`src/rtl/game_flow_ctrl.sv`:
```
// Game-state sequencer: title, roam, fade-in, battle, fade-out and end screens (BATTLE_RETRY_EN: a loss returns to ROAM).
// Latency: outputs follow the state register one Clk after the triggering input; no backpressure, inputs outside their state are ignored.
module game_flow_ctrl #(
    parameter int          NUM_BATTLES  = 5,
    parameter int          TRANS_FRAMES = 8,
    parameter logic [7:0]  ENTER_KEY    = 8'h28
) (
    input  logic       Clk,
    input  logic       Reset,
    input  logic       frame_clk,
    input  logic [7:0] keycode,
    input  logic       start_battle,
    input  logic       battle_done,
    input  logic       battle_won,
    output logic [2:0] state,
    output logic       is_title,
    output logic       is_roam,
    output logic       is_battle,
    output logic       battle_load,
    output logic [2:0] cur_battle,
    output logic [3:0] fade_level,
    output logic       game_won,
    output logic       game_lost
);

    localparam logic [3:0] FADE_MAX    = 4'(TRANS_FRAMES);
    localparam logic [2:0] LAST_BATTLE = 3'(NUM_BATTLES - 1);

    typedef enum logic [2:0] {
        S_TITLE     = 3'd0,
        S_ROAM      = 3'd1,
        S_TRANS_IN  = 3'd2,
        S_BATTLE    = 3'd3,
        S_TRANS_OUT = 3'd4,
        S_END_WIN   = 3'd5,
        S_END_LOSE  = 3'd6
    } state_t;

    state_t     state_q, state_d;
    logic       frame_clk_q;
    logic [7:0] key_q;
    logic [3:0] fade_q, fade_d, fade_inc, fade_dec;
    logic [2:0] cur_q, cur_d;
    logic       won_q, won_d;
    logic       load_q, load_d;
    logic       frame_rise, enter_press;

    assign frame_rise  = frame_clk & ~frame_clk_q;
    assign enter_press = (keycode == ENTER_KEY) && (key_q != ENTER_KEY);
    assign fade_inc    = fade_q + 4'd1;
    assign fade_dec    = fade_q - 4'd1;

    always_ff @(posedge Clk) begin
        if (Reset) begin
            state_q     <= S_TITLE;
            frame_clk_q <= 1'b0;
            key_q       <= 8'd0;
            fade_q      <= 4'd0;
            cur_q       <= 3'd0;
            won_q       <= 1'b0;
            load_q      <= 1'b0;
        end else begin
            state_q     <= state_d;
            frame_clk_q <= frame_clk;
            key_q       <= keycode;
            fade_q      <= fade_d;
            cur_q       <= cur_d;
            won_q       <= won_d;
            load_q      <= load_d;
        end
    end

    always_comb begin
        state_d = state_q;
        fade_d  = fade_q;
        cur_d   = cur_q;
        won_d   = won_q;
        load_d  = 1'b0;
        case (state_q)
            S_TITLE: begin
                if (enter_press) begin
                    state_d = S_ROAM;
                    cur_d   = 3'd0;
                end
            end
            S_ROAM: begin
                if (start_battle) begin
                    state_d = S_TRANS_IN;
                    fade_d  = 4'd0;
                end
            end
            S_TRANS_IN: begin
                if (frame_rise) begin
                    fade_d = fade_inc;
                    if (fade_inc == FADE_MAX) begin
                        state_d = S_BATTLE;
                        load_d  = 1'b1;
                    end
                end
            end
            S_BATTLE: begin
                fade_d = FADE_MAX;
                if (battle_done) begin
                    won_d   = battle_won;
                    state_d = S_TRANS_OUT;
                end
            end
            S_TRANS_OUT: begin
                if (frame_rise) begin
                    fade_d = fade_dec;
                    if (fade_q == 4'd1) begin
                        // Last elite beaten ends the run; cur_battle never advances past it
                        if (won_q && cur_q == LAST_BATTLE) begin
                            state_d = S_END_WIN;
                        end else if (won_q) begin
                            state_d = S_ROAM;
                            cur_d   = cur_q + 3'd1;
                        end else begin
`ifdef BATTLE_RETRY_EN
                            state_d = S_ROAM;
`else
                            state_d = S_END_LOSE;
`endif
                        end
                    end
                end
            end
            S_END_WIN, S_END_LOSE: begin
                if (enter_press) begin
                    state_d = S_TITLE;
                    cur_d   = 3'd0;
                end
            end
            default: begin
                state_d = S_TITLE;
                fade_d  = 4'd0;
                cur_d   = 3'd0;
                won_d   = 1'b0;
            end
        endcase
    end

    always_comb begin
        is_title   = 1'b0;
        is_roam    = 1'b0;
        is_battle  = 1'b0;
        game_won   = 1'b0;
        game_lost  = 1'b0;
        fade_level = 4'd0;
        case (state_q)
            S_TITLE:     is_title   = 1'b1;
            S_ROAM:      is_roam    = 1'b1;
            S_TRANS_IN:  fade_level = fade_q;
            S_BATTLE: begin
                is_battle  = 1'b1;
                fade_level = FADE_MAX;
            end
            S_TRANS_OUT: fade_level = fade_q;
            S_END_WIN:   game_won   = 1'b1;
            S_END_LOSE:  game_lost  = 1'b1;
            default:     is_title   = 1'b0;
        endcase
    end

    assign state       = state_q;
    assign battle_load = load_q;
    assign cur_battle  = cur_q;

endmodule

```
`config.mk`:
```
export PLATFORM = sky130hd
export DESIGN_NAME = game_flow_ctrl
export DESIGN_NICKNAME = d
export VERILOG_FILES = /design/src/rtl/game_flow_ctrl.sv
export SDC_FILE = /design/constraint.sdc
export NUM_CORES = 1
export LEC_CHECK = 0
export ABC_CLOCK_PERIOD_IN_PS = 3690
export BUFFER_PORTS_ARGS = -buffer_cell sky130_fd_sc_hd__buf_2
export CORE_MARGIN = 4
export CORE_UTILIZATION = 57
export DETAILED_ROUTE_END_ITERATION = 8
export PLACE_DENSITY_LB_ADDON = 0.3
export SYNTH_ARGS = -nofsm -noshare
export SYNTH_HDL_FRONTEND = slang
export SYNTH_SLANG_ARGS = --single-unit
```
`constraint.sdc`:
```
create_clock -name Clk -period 3.69 [get_ports Clk]
set_clock_uncertainty 0.1 [all_clocks]
set_input_delay 0.738 -clock Clk [delete_from_list [all_inputs] [get_ports Clk]]
set_output_delay 0.738 -clock Clk [all_outputs]
set_load 0.01 [all_outputs]
```
After elaboration in Yosys (flattened, before gate mapping)
Index checks and enable logic that the tools add are counted.

word-level totals
  flip-flop bits (word level) = 21
  bits of input ports = 14
  logic and storage cells = 81

operators by class
  reduce and logical (&&, ||, !) cells = 13
  equality and inequality tests = 22
  add/sub/neg operators = 3
  bitwise gates (word level) = 7
  multiplexer cells = 29

operator list
  kind                                                                      count
  3-bit two-way mux                                                         14
  2-bit inequality test (second input constant)                             10
  4-bit one-hot mux with 5 select lines                                     1
  3-bit one-hot mux with 6 select lines                                     1
  3-bit equality test (second input constant)                               4
  4-bit two-way mux                                                         3
  3-bit one-hot mux with 3 select lines                                     1
  3-bit OR reduction                                                        3
  8-bit by 6-bit equality test with 1-bit output (second input constant)    1
  8-bit by 6-bit inequality test with 1-bit output (second input constant)  1
  4-bit one-hot mux with 2 select lines                                     1
  8-bit AND reduction                                                       1
  1-bit two-way mux                                                         7
  3-bit by 2-bit equality test with 1-bit output (second input constant)    2
  1-bit NOT                                                                 6
  6-bit AND reduction                                                       1
  6-bit OR reduction                                                        1
  4-bit by 1-bit adder with 4-bit output (second input constant)            1
  4-bit by 1-bit equality test with 1-bit output (second input constant)    1
  4-bit equality test (second input constant)                               1
  4-bit AND reduction                                                       1
  2-bit OR reduction                                                        2
  4-bit by 1-bit subtractor with 4-bit output (second input constant)       1
  3-bit by 1-bit adder with 3-bit output (second input constant)            1
  7 further kinds                                                           8

Logic depth before layout (Yosys ltp)
Gate-level depths: netlist (run 1).

  depth after elaboration = 6
  gate-level depth with buffers = 7
  mapped depth without buffers = 7

Worst setup path after synthesis (run 1)
Ideal clock, no wire load.

  kind = input -> register
  start point = in keycode[1]
  end point = reg cur_q[2], in the netlist cur_battle[2]
  data required time = 3473 ps
  path buffers = 0
  data arrival time = 1855 ps
  path slack = 1618 ps
  stages on the path = 5
  cells stage by stage = nor4b_1 o211ai_1 a22oi_1 o211ai_1 a32o_1

on the way
  cells in the longest elaborated chain, start to end = 4

RTL lines
  item                                                        line  source
  start, declared                                             11    input logic [7:0] keycode,
  8-bit by 6-bit equality test with 1-bit output              49    assign enter_press = (keycode == ENTER_KEY) && (key_q != ENTER_KEY);
  1-bit logical AND                                           49
  2-bit by 1-bit inequality test with 1-bit output (no line)  --
  6-bit AND reduction (no line)                               --
  end signal, assigned                                        67    cur_q <= cur_d;
  end, declared                                               43    logic [2:0] cur_q, cur_d;

Every way passes these cells.
A chain may end at the register's enable or synchronous reset.

Worst setup path in the final report (run 1)
  start point = reg state_q[1], in the netlist state[1]
  end point = out fade_level[0]

on the way
  cells in the longest elaborated chain, start to end = 3

RTL lines
  item                                                                                          line  source
  start, declared                                                                               39    state_t state_q, state_d;
  start signal, assigned                                                                        63    state_q <= state_d;
  3-bit equality test / 3-bit by 2-bit equality test with 1-bit output (equally long branches)  150   case (state_q)
  2-bit OR reduction (no line)                                                                  --
  4-bit one-hot mux with 2 select lines *                                                       150
  end, declared                                                                                 21    output logic [3:0] fade_level,

Every way passes the cells marked *; elsewhere a longest branch is shown, timed or not.

==> qor.yml, run 1 <==
end_kind: "primary output"
syn-mean-instance-area_um2: 8.36
io_pins: 30
synth.largest_area_cell: "dfxtp_1"
track_usage: 0.205
holdCritPathClass: "flip-flop to flip-flop"
ant_nets: 0
synth_top_area_share: 0.324
cp.arrival_ns: 1.86
place.gp.congestion: 0.871
synth_area_leaders: "dfxtp_1 (32%), nor2b_1 (5.8%), ha_1 (4.8%), a21oi_1 (4.6%), nand2_1 (3.2%)"
start_util: 0.592
worst_setup_path_start_kind: "flip-flop"
final_net_count: 197
relSlewSlack: 0.564
worstPathCellList: "nor2b_1 -> o21a_1 -> and2_1 -> buf_2"
core-area_um2: 2190
grt_pass1_vias: 1204
finalWirelength_mm: 3.01
critPathMaxFanout: 18
grt_max_degree: 23
wl_per_cell_um: 14.7
p_sw_mw: 0.263
timing.reg2reg.setup_slack_ns: 1.37
min-delay-start: "cur_battle[0]"
synth_edf_count: 0
path_class: "flip-flop to primary output"
crit_path_max_incr_delay_ns: 0.72
postSynth.asyncResetShare: 0
reg2reg_depth: 4
setup_viol: 0
dr.pass1.iters: 4
htreeDepth: 1
power.share.clock: 0.175
ys_top_cells_by_count: "dfxtp_1 (21), a21oi_1 (12), nor2b_1 (12)"
seq_power_share: 0.429
fmax_ghz: 0.370
tritoncts: "done"
grt_pass1_wl_mm: 5.24
synthDistinctLibCells: 47
drc: 0
dp_hpwl_mm: 2.15
fin_area_um2: 1440
numCtsBuffers: 3
min_path_cells: 2
r2r-start: "state[2]"
status: "complete, no violations"
tns_ns: 0
worst_pin_slew_ns: 0.653
p_leak_nw: 0.604
cts_root_buf: "clkbuf_4"
rows: 17
dpl_cell_area_um2: 1420
clk_transition_reported_paths_ns: 0.12
syn_inst: 155
drive_gt1_frac: 0.226
die_w_um: 55.7
netSwitchingFraction: 0.397
hold_path_end: "cur_battle[0]"
port_buffers: 29
cts_max_path_buffers: 2
synth_seq_cells: 21
r2r_end: "fade_q[0]"
synth_flop_cell: "dfxtp_1"
vias_per_cell: 6.07
power_density_nw_per_um2: 460
post_cts_buffers: 0
p_int_mw: 0.400
diodes: 0
worstSkewPairLatency_ns: 0.31
ir_drop_v: 0.000428
critical_path.slowest_cell: "dfxtp_1"
synth_most_common_cell: "dfxtp_1"
seq_area_frac_synth: 0.324
fin_crit_ns: 2.70
globalRouteOverflowTotal: 0
finalPower_mw: 0.663
slew_viol_final: 0
area_growth_pct: 11.3
ctsHoldBuffers: 0
dr_total_vias: 1245
cts_resized: 0
hold_viol: 0
first_iter_violations: 47
antenna_found_initial: 0
numClockSinks: 21
rsz0062_at_grt: "false"
comb_power_share: 0.396
maxCapViolCount: 0
syn_area_um2: 1300
die_h_um: 55.7
crit_required_ns: 2.85
dieArea_um2: 3100
syn_nets: 174
timing.final.crit_share: 0.732
yosysWarnings: 0
-- layout make-up --
class	instances	area, um^2
inverters	6	22.5
clock buffers	3	22.5
fillers	198	748
repair buffers	29	145
multi-input cells	117	792
clock inverters	1	5.00
flip-flops and latches	21	420
well taps	28	35.0
-- stage by stage --
stage,util,cells,hold slack (ns),setup WS (ns)
5_1_grt,0.658,205,0.487,0.806
6_report,0.658,205,0.465,0.988
2_1_floorplan,-,155,0.435,1.62
3_5_place_dp,0.646,201,0.445,1.26
3_3_place_gp,0.646,201,0.419,1.36
4_1_cts,0.658,205,0.462,0.989
-- worst max path at each step --
stage	from	end	slack [ns]	cells past startpoint
finish	state[1]	fade_level[0]	0.99	4
global route	state[2]	fade_level[0]	0.81	4
CTS	state[1]	fade_level[0]	0.99	4
detailed placement	keycode[1]	cur_battle[2]	1.26	6
global placement	keycode[1]	cur_battle[2]	1.36	6
floorplan	keycode[1]	cur_battle[2]	1.62	5
-- cell usage in the layout, fill, tap and decap left out, types with 3 or more instances in the layout --
cell type | netlist | layout
nor2b_1 | 12 | 12
a21oi_1 | 12 | 12
ha_1 | 5 | 5
nor2_1 | 9 | 9
inv_1 | 6 | 6
mux2i_1 | 4 | 4
nor3_1 | 7 | 7
dfxtp_1 | 21 | 21
a31oi_1 | 3 | 3
nand2b_1 | 4 | 4
clkbuf_4 | 0 | 3
nand2_1 | 11 | 11
nor4b_1 | 4 | 4
buf_2 | 1 | 29
and2_1 | 5 | 5
-- worst max-delay path: cells and delay by family (launching register included) --
kind                   cells  cell delay, ns
flip-flops                 1            0.72
AO/OA/AOI/OAI              1            0.21
AND/OR/NAND/NOR            2            0.49
buffers and inverters      1            0.13
-- state kept, by name (all words and copies together) (netlist names) --
signal and count:
battle_load 1, cur_battle 3, fade_q 4, frame_clk_q 1, key_q 8, state 3, won_q 1
-- layer usage --
metal,GRT usage,part of all wire,vias up
met1,0.250,0.43,581
met2,0.348,0.50,49
met5,0,0,-
met3,0.0394,0.066,5
li1,-,-,610
met4,0.0868,0.010,0
-- logic make-up (layout without fill, tap and decap cells) --
logic type / after synthesis / after routing / share of synthesized area
DFF: 21 / 21 / 0.324
and+or+nand+nor: 66 / 66 / 0.292
buffers and inverters: 17 / 39 / 0.0647
adders and majority gates: 5 / 5 / 0.0483
muxes: 4 / 4 / 0.0309
AOI/OAI and AO/OA: 41 / 41 / 0.233
xor gates and xnor gates: 1 / 1 / 0.00676
-- power by group through the flow --
stage | Combinational (mW) | Clock, mW | Sequential, mW
2_1_floorplan | 0.230 | 0 | 0.257
3_3_place_gp | 0.249 | 0 | 0.286
3_5_place_dp | 0.255 | 0 | 0.289
4_1_cts | 0.260 | 0.119 | 0.283
5_1_grt | 0.292 | 0.130 | 0.290
6_report | 0.262 | 0.116 | 0.285
(Power assumes the default switching activity.)
==> run 2, diff against run 1 <==
--- a/config.mk
+++ b/config.mk
@@ -5,10 +5,10 @@
 export SDC_FILE = /design/constraint.sdc
 export NUM_CORES = 1
 export LEC_CHECK = 0
-export ABC_CLOCK_PERIOD_IN_PS = 3690
+export ABC_CLOCK_PERIOD_IN_PS = 2600
 export BUFFER_PORTS_ARGS = -buffer_cell sky130_fd_sc_hd__buf_2
 export CORE_MARGIN = 4
-export CORE_UTILIZATION = 57
+export CORE_UTILIZATION = 53
 export DETAILED_ROUTE_END_ITERATION = 8
 export PLACE_DENSITY_LB_ADDON = 0.3
 export SYNTH_ARGS = -nofsm -noshare
==> constraint.sdc (replaced) <==
create_clock -name Clk -period 2.6 [get_ports Clk]
set_clock_uncertainty 0.1 [all_clocks]
set_input_delay 0.52 -clock Clk [delete_from_list [all_inputs] [get_ports Clk]]
set_output_delay 0.52 -clock Clk [all_outputs]
set_load 0.01 [all_outputs]
==> run 2 against run 1 <==
Compared with the run above: power rose by 39%; clock power is 33% higher; non-clock buffer count is 1 higher; combinational power is 40% higher; flip-flop and latch count stayed put; via count fell by 3.2%; global-route usage down 2.1 points; register-to-register slack worse by 0.94 ns; critical path depth stayed put; largest power group unchanged; first-iteration DRC count is 17% lower; critical endpoint is now fade_level[1]; count of clock-buffer cells in the layout did not move; highest routed layer unchanged.
==> qor.yml, run 2 (same netlist as run 1, synthesis figures left out) <==
grt_pass1_vias: 1128
path_class: "flip-flop to primary output"
top_regs: "key_q (8), fade_q (4)"
whs_ns: 0.347
multi_input_area_um2: 792
ff_latch_area_um2: 422
antenna_found_initial: 0
htreeDepth: 1
netSwitchingFraction: 0.382
ir_drop_v: 0.000533
port_buffers: 29
numCtsBuffers: 3
post_cts_buffers: 0
diodes: 0
worstSkewPairLatency_ns: 0.30
p_leak_nw: 0.610
seq_power_share: 0.436
clk_transition_reported_paths_ns: 0.11
track_usage: 0.183
min_path_cells: 2
tns_ns: 0
status: "complete, no violations"
start_util: 0.570
grt_max_degree: 23
timing.final.crit_share: 0.931
dr_total_vias: 1205
drc: 0
relSlewSlack: 0.566
crit_required_ns: 1.98
grt_pass1_wl_mm: 4.93
final_net_count: 198
layout_commonest_cell: "buf_2"
fin_crit_ns: 2.42
first_iter_violations: 39
core-area_um2: 2280
die_w_um: 57.5
drive_gt1_frac: 0.236
power_density_nw_per_um2: 635
slew_viol_final: 0
p_sw_mw: 0.352
finalPower_mw: 0.922
place.gp.congestion: 0.915
io_pins: 30
rows: 17
cp.arrival_ns: 1.80
comb_power_share: 0.397
globalRouteOverflowTotal: 0
wl_per_cell_um: 14.5
numClockSinks: 21
dp_hpwl_mm: 2.23
ant_nets: 0
dieArea_um2: 3300
setup_viol: 0
area_growth_pct: 12.0
worst_setup_path_start_kind: "flip-flop"
hold_viol: 0
layout_common_cells: "buf_2 (29), dfxtp_1 (20), nor2b_1 (12), a21oi_1 (12), nand2_1 (11)"
maxCapViolCount: 0
final_util: 0.638
vias_per_cell: 5.85
die_h_um: 57.5
cts_max_path_buffers: 2
tritoncts: "done"
power.share.clock: 0.167
fmax_ghz: 0.413
critPathMaxFanout: 20
regMostFlops: "key_q"
rsz0062_at_grt: "false"
filler_cell_count: 184
holdCritPathClass: "primary input to flip-flop"
cts_root_buf: "clkbuf_4"
reg2reg_depth: 4
end_kind: "primary output"
worst_pin_slew_ns: 0.650
dr.pass1.iters: 4
p_int_mw: 0.570
finalWirelength_mm: 2.98
largest_reg_flops: 8
-- run 2: cell type report --
| class | instances | share of cell area |
|---|---|---|
| well taps | 28 | 0.0241 |
| inverters | 6 | 0.0155 |
| clock inverters | 1 | 0.00345 |
| flip-flops and latches | 21 | 0.291 |
| clock buffers | 3 | 0.0155 |
| multi-input cells | 117 | 0.546 |
| repair buffers | 30 | 0.105 |
-- run 2: critical path, cell delays in order (launching register included) --
cell     delay (ns)
dfxtp_1        0.76
inv_1          0.24
o21a_1         0.20
and2_1         0.17
buf_2          0.14
-- run 2: power by group through the flow --
stage	Sequential, mW	Combinational [mW]	Clock, mW
floorplan	0.365	0.326	0
CTS	0.399	0.363	0.163
global route	0.408	0.408	0.178
detailed placement	0.406	0.361	0
global placement	0.403	0.356	0
finish	0.402	0.366	0.154
-- run 2: path summary, 6_finish.rpt --
kind / start / end / slack [ns]
setup / recovery: state[0] / fade_level[1] / 0.18
hold reg to reg: cur_battle[0] / cur_battle[0] / 0.45
hold / removal: frame_clk / frame_clk_q / 0.35
setup reg to reg: state[0] / fade_q[0] / 0.43
-- run 2: per-layer routing --
layer  up-vias  track usage  part of all wire
met5         -            0                 0
met4         0       0.0364            0.0057
met3         2       0.0520             0.072
met2        44        0.321              0.48
met1       551        0.222              0.45
li1        608            -                 -
-- run 2: stage by stage --
step                setup WS (ns)  cells  instance area, um^2
CTS                         0.141    206                 1450
detailed placement          0.460    202                 1420
global placement            0.514    202                 1420
finish                      0.180    206                 1450
global route               0.0503    206                 1450
floorplan                   0.655    155                 1300
-- run 2: what timing repair did --
item / CTS / global route
hold buffers: 0 / 0
gates resized for setup: 0 / 1
endpoints found under the setup margin: 0 / 3
==> run 3, diff against run 2 <==
--- a/config.mk
+++ b/config.mk
@@ -9,6 +9,7 @@
 export BUFFER_PORTS_ARGS = -buffer_cell sky130_fd_sc_hd__buf_2
 export CORE_MARGIN = 4
 export CORE_UTILIZATION = 53
+export CTS_BUF_LIST = sky130_fd_sc_hd__clkbuf_8 sky130_fd_sc_hd__clkbuf_16
 export DETAILED_ROUTE_END_ITERATION = 8
 export PLACE_DENSITY_LB_ADDON = 0.3
 export SYNTH_ARGS = -nofsm -noshare
==> run 3 against run 2 <==
Compared with the run above: cell area rose by 1.3%; via count rose by 0.25%; combinational power barely moved; register-to-register slack barely moved; sequential share of layout area fell by 0.37 points; non-clock buffer count did not move; hold slack improved by 0.045 ns; count of clock-buffer cells in the layout did not move; largest power group unchanged.
==> qor.yml, run 3 (same netlist as run 1, synthesis figures left out) <==
dr_total_vias: 1208
grt_pass1_wl_mm: 4.92
whs_ns: 0.392
slew_viol_final: 0
clk_transition_reported_paths_ns: 0.08
fmax_ghz: 0.422
fin_crit_ns: 2.37
seq_power_share: 0.409
netSwitchingFraction: 0.369
ant_nets: 0
post_cts_buffers: 0
top_regs: "key_q (8), fade_q (4)"
layout_commonest_cell: "buf_2"
met3WireLength_um: 206
relSlewSlack: 0.564
ctsHoldBuffers: 0
finalWirelength_mm: 2.97
comb_power_share: 0.373
ir_drop_v: 0.000628
grt_pass1_vias: 1119
filler_cell_count: 182
cts_root_buf: "clkbuf_8"
worstSkewPairLatency_ns: 0.26
finalPower_mw: 0.982
p_leak_nw: 0.617
largest_reg_flops: 8
timing.final.crit_share: 0.911
worst_setup_path_start_kind: "flip-flop"
antenna_found_initial: 0
numClockSinks: 21
maxCapViolCount: 0
power_density_nw_per_um2: 668
tns_ns: 0
layout_common_cells: "buf_2 (29), dfxtp_1 (20), nor2b_1 (12), a21oi_1 (12), nand2_1 (11)"
diodes: 0
place.gp.congestion: 0.915
worst_pin_slew_ns: 0.653
die_w_um: 57.5
track_usage: 0.187
end_kind: "primary output"
crit_required_ns: 1.98
power.share.clock: 0.218
drive_gt1_frac: 0.236
area_growth_pct: 13.4
dr_wl_met2_mm: 1.40
fin_area_um2: 1470
setup_viol: 0
die_h_um: 57.5
dr.pass1.iters: 4
dp_hpwl_mm: 2.23
core-area_um2: 2280
ff_latch_area_um2: 422
path_class: "flip-flop to primary output"
tritoncts: "done"
dieArea_um2: 3300
p_sw_mw: 0.363
final_net_count: 198
status: "complete, no violations"
rsz0062_at_grt: "false"
port_buffers: 29
drc: 0
dpl_cell_area_um2: 1420
regMostFlops: "key_q"
io_pins: 30
first_iter_violations: 32
critPathMaxFanout: 20
wl_met1_mm: 1.34
globalRouteOverflowTotal: 0
grt_max_degree: 23
cts_max_path_buffers: 2
htreeDepth: 1
rows: 17
holdCritPathClass: "primary input to flip-flop"
hold_viol: 0
vias_per_cell: 5.86
multi_input_area_um2: 792
p_int_mw: 0.619
numCtsBuffers: 3
cp.arrival_ns: 1.75
top_layer: "met4"
wl_per_cell_um: 14.4
start_util: 0.570
[run 3: power groups by stage]
stage,logic (mW),registers [mW],clock network [mW]
floorplan,0.326,0.365,0
global placement,0.356,0.403,0
detailed placement,0.361,0.406,0
CTS,0.363,0.399,0.219
global route,0.408,0.408,0.235
finish,0.366,0.402,0.214
[run 3: area by class of cell]
type | instances | share of cell area
inverter | 6 | 0.0153
clock inverter | 1 | 0.00340
clock buffer | 3 | 0.0281
timing repair buffer | 30 | 0.104
tap | 28 | 0.0238
sequential | 21 | 0.287
multi-input combinational | 117 | 0.539
[run 3: stage by stage]
| stage | worst slack (ns) | utilization | instances |
|---|---|---|---|
| finish | 0.232 | 0.646 | 206 |
| global route | 0.120 | 0.646 | 206 |
| CTS | 0.204 | 0.645 | 206 |
| detailed placement | 0.460 | 0.625 | 202 |
| global placement | 0.514 | 0.625 | 202 |
| floorplan | 0.655 | - | 155 |
[run 3: worst paths after layout]
kind | start | to | slack, ns | depth (start not counted)
hold reg to reg | cur_battle[0] | cur_battle[0] | 0.44 | 2
setup / recovery | state[0] | fade_level[1] | 0.23 | 4
hold / removal | frame_clk | frame_clk_q | 0.39 | 2
setup reg to reg | state[0] | fade_q[0] | 0.44 | 4
[run 3: timing repair]
action	4_1_cts	5_1_grt
setup endpoints to repair	0	1
hold endpoints to repair	0	0
gates resized for setup	0	1
[run 3: worst max-delay path, cell delays in order (launching register included)]
cell,delay (ns)
dfxtp_1,0.74
inv_1,0.24
o21a_1,0.20
and2_1,0.17
buf_2,0.14
[run 3: metal layers]
layer,GRT usage,vias up
li1,-,609
met1,0.222,554
met5,0,-
met3,0.0588,4
met4,0.0563,0
met2,0.318,41
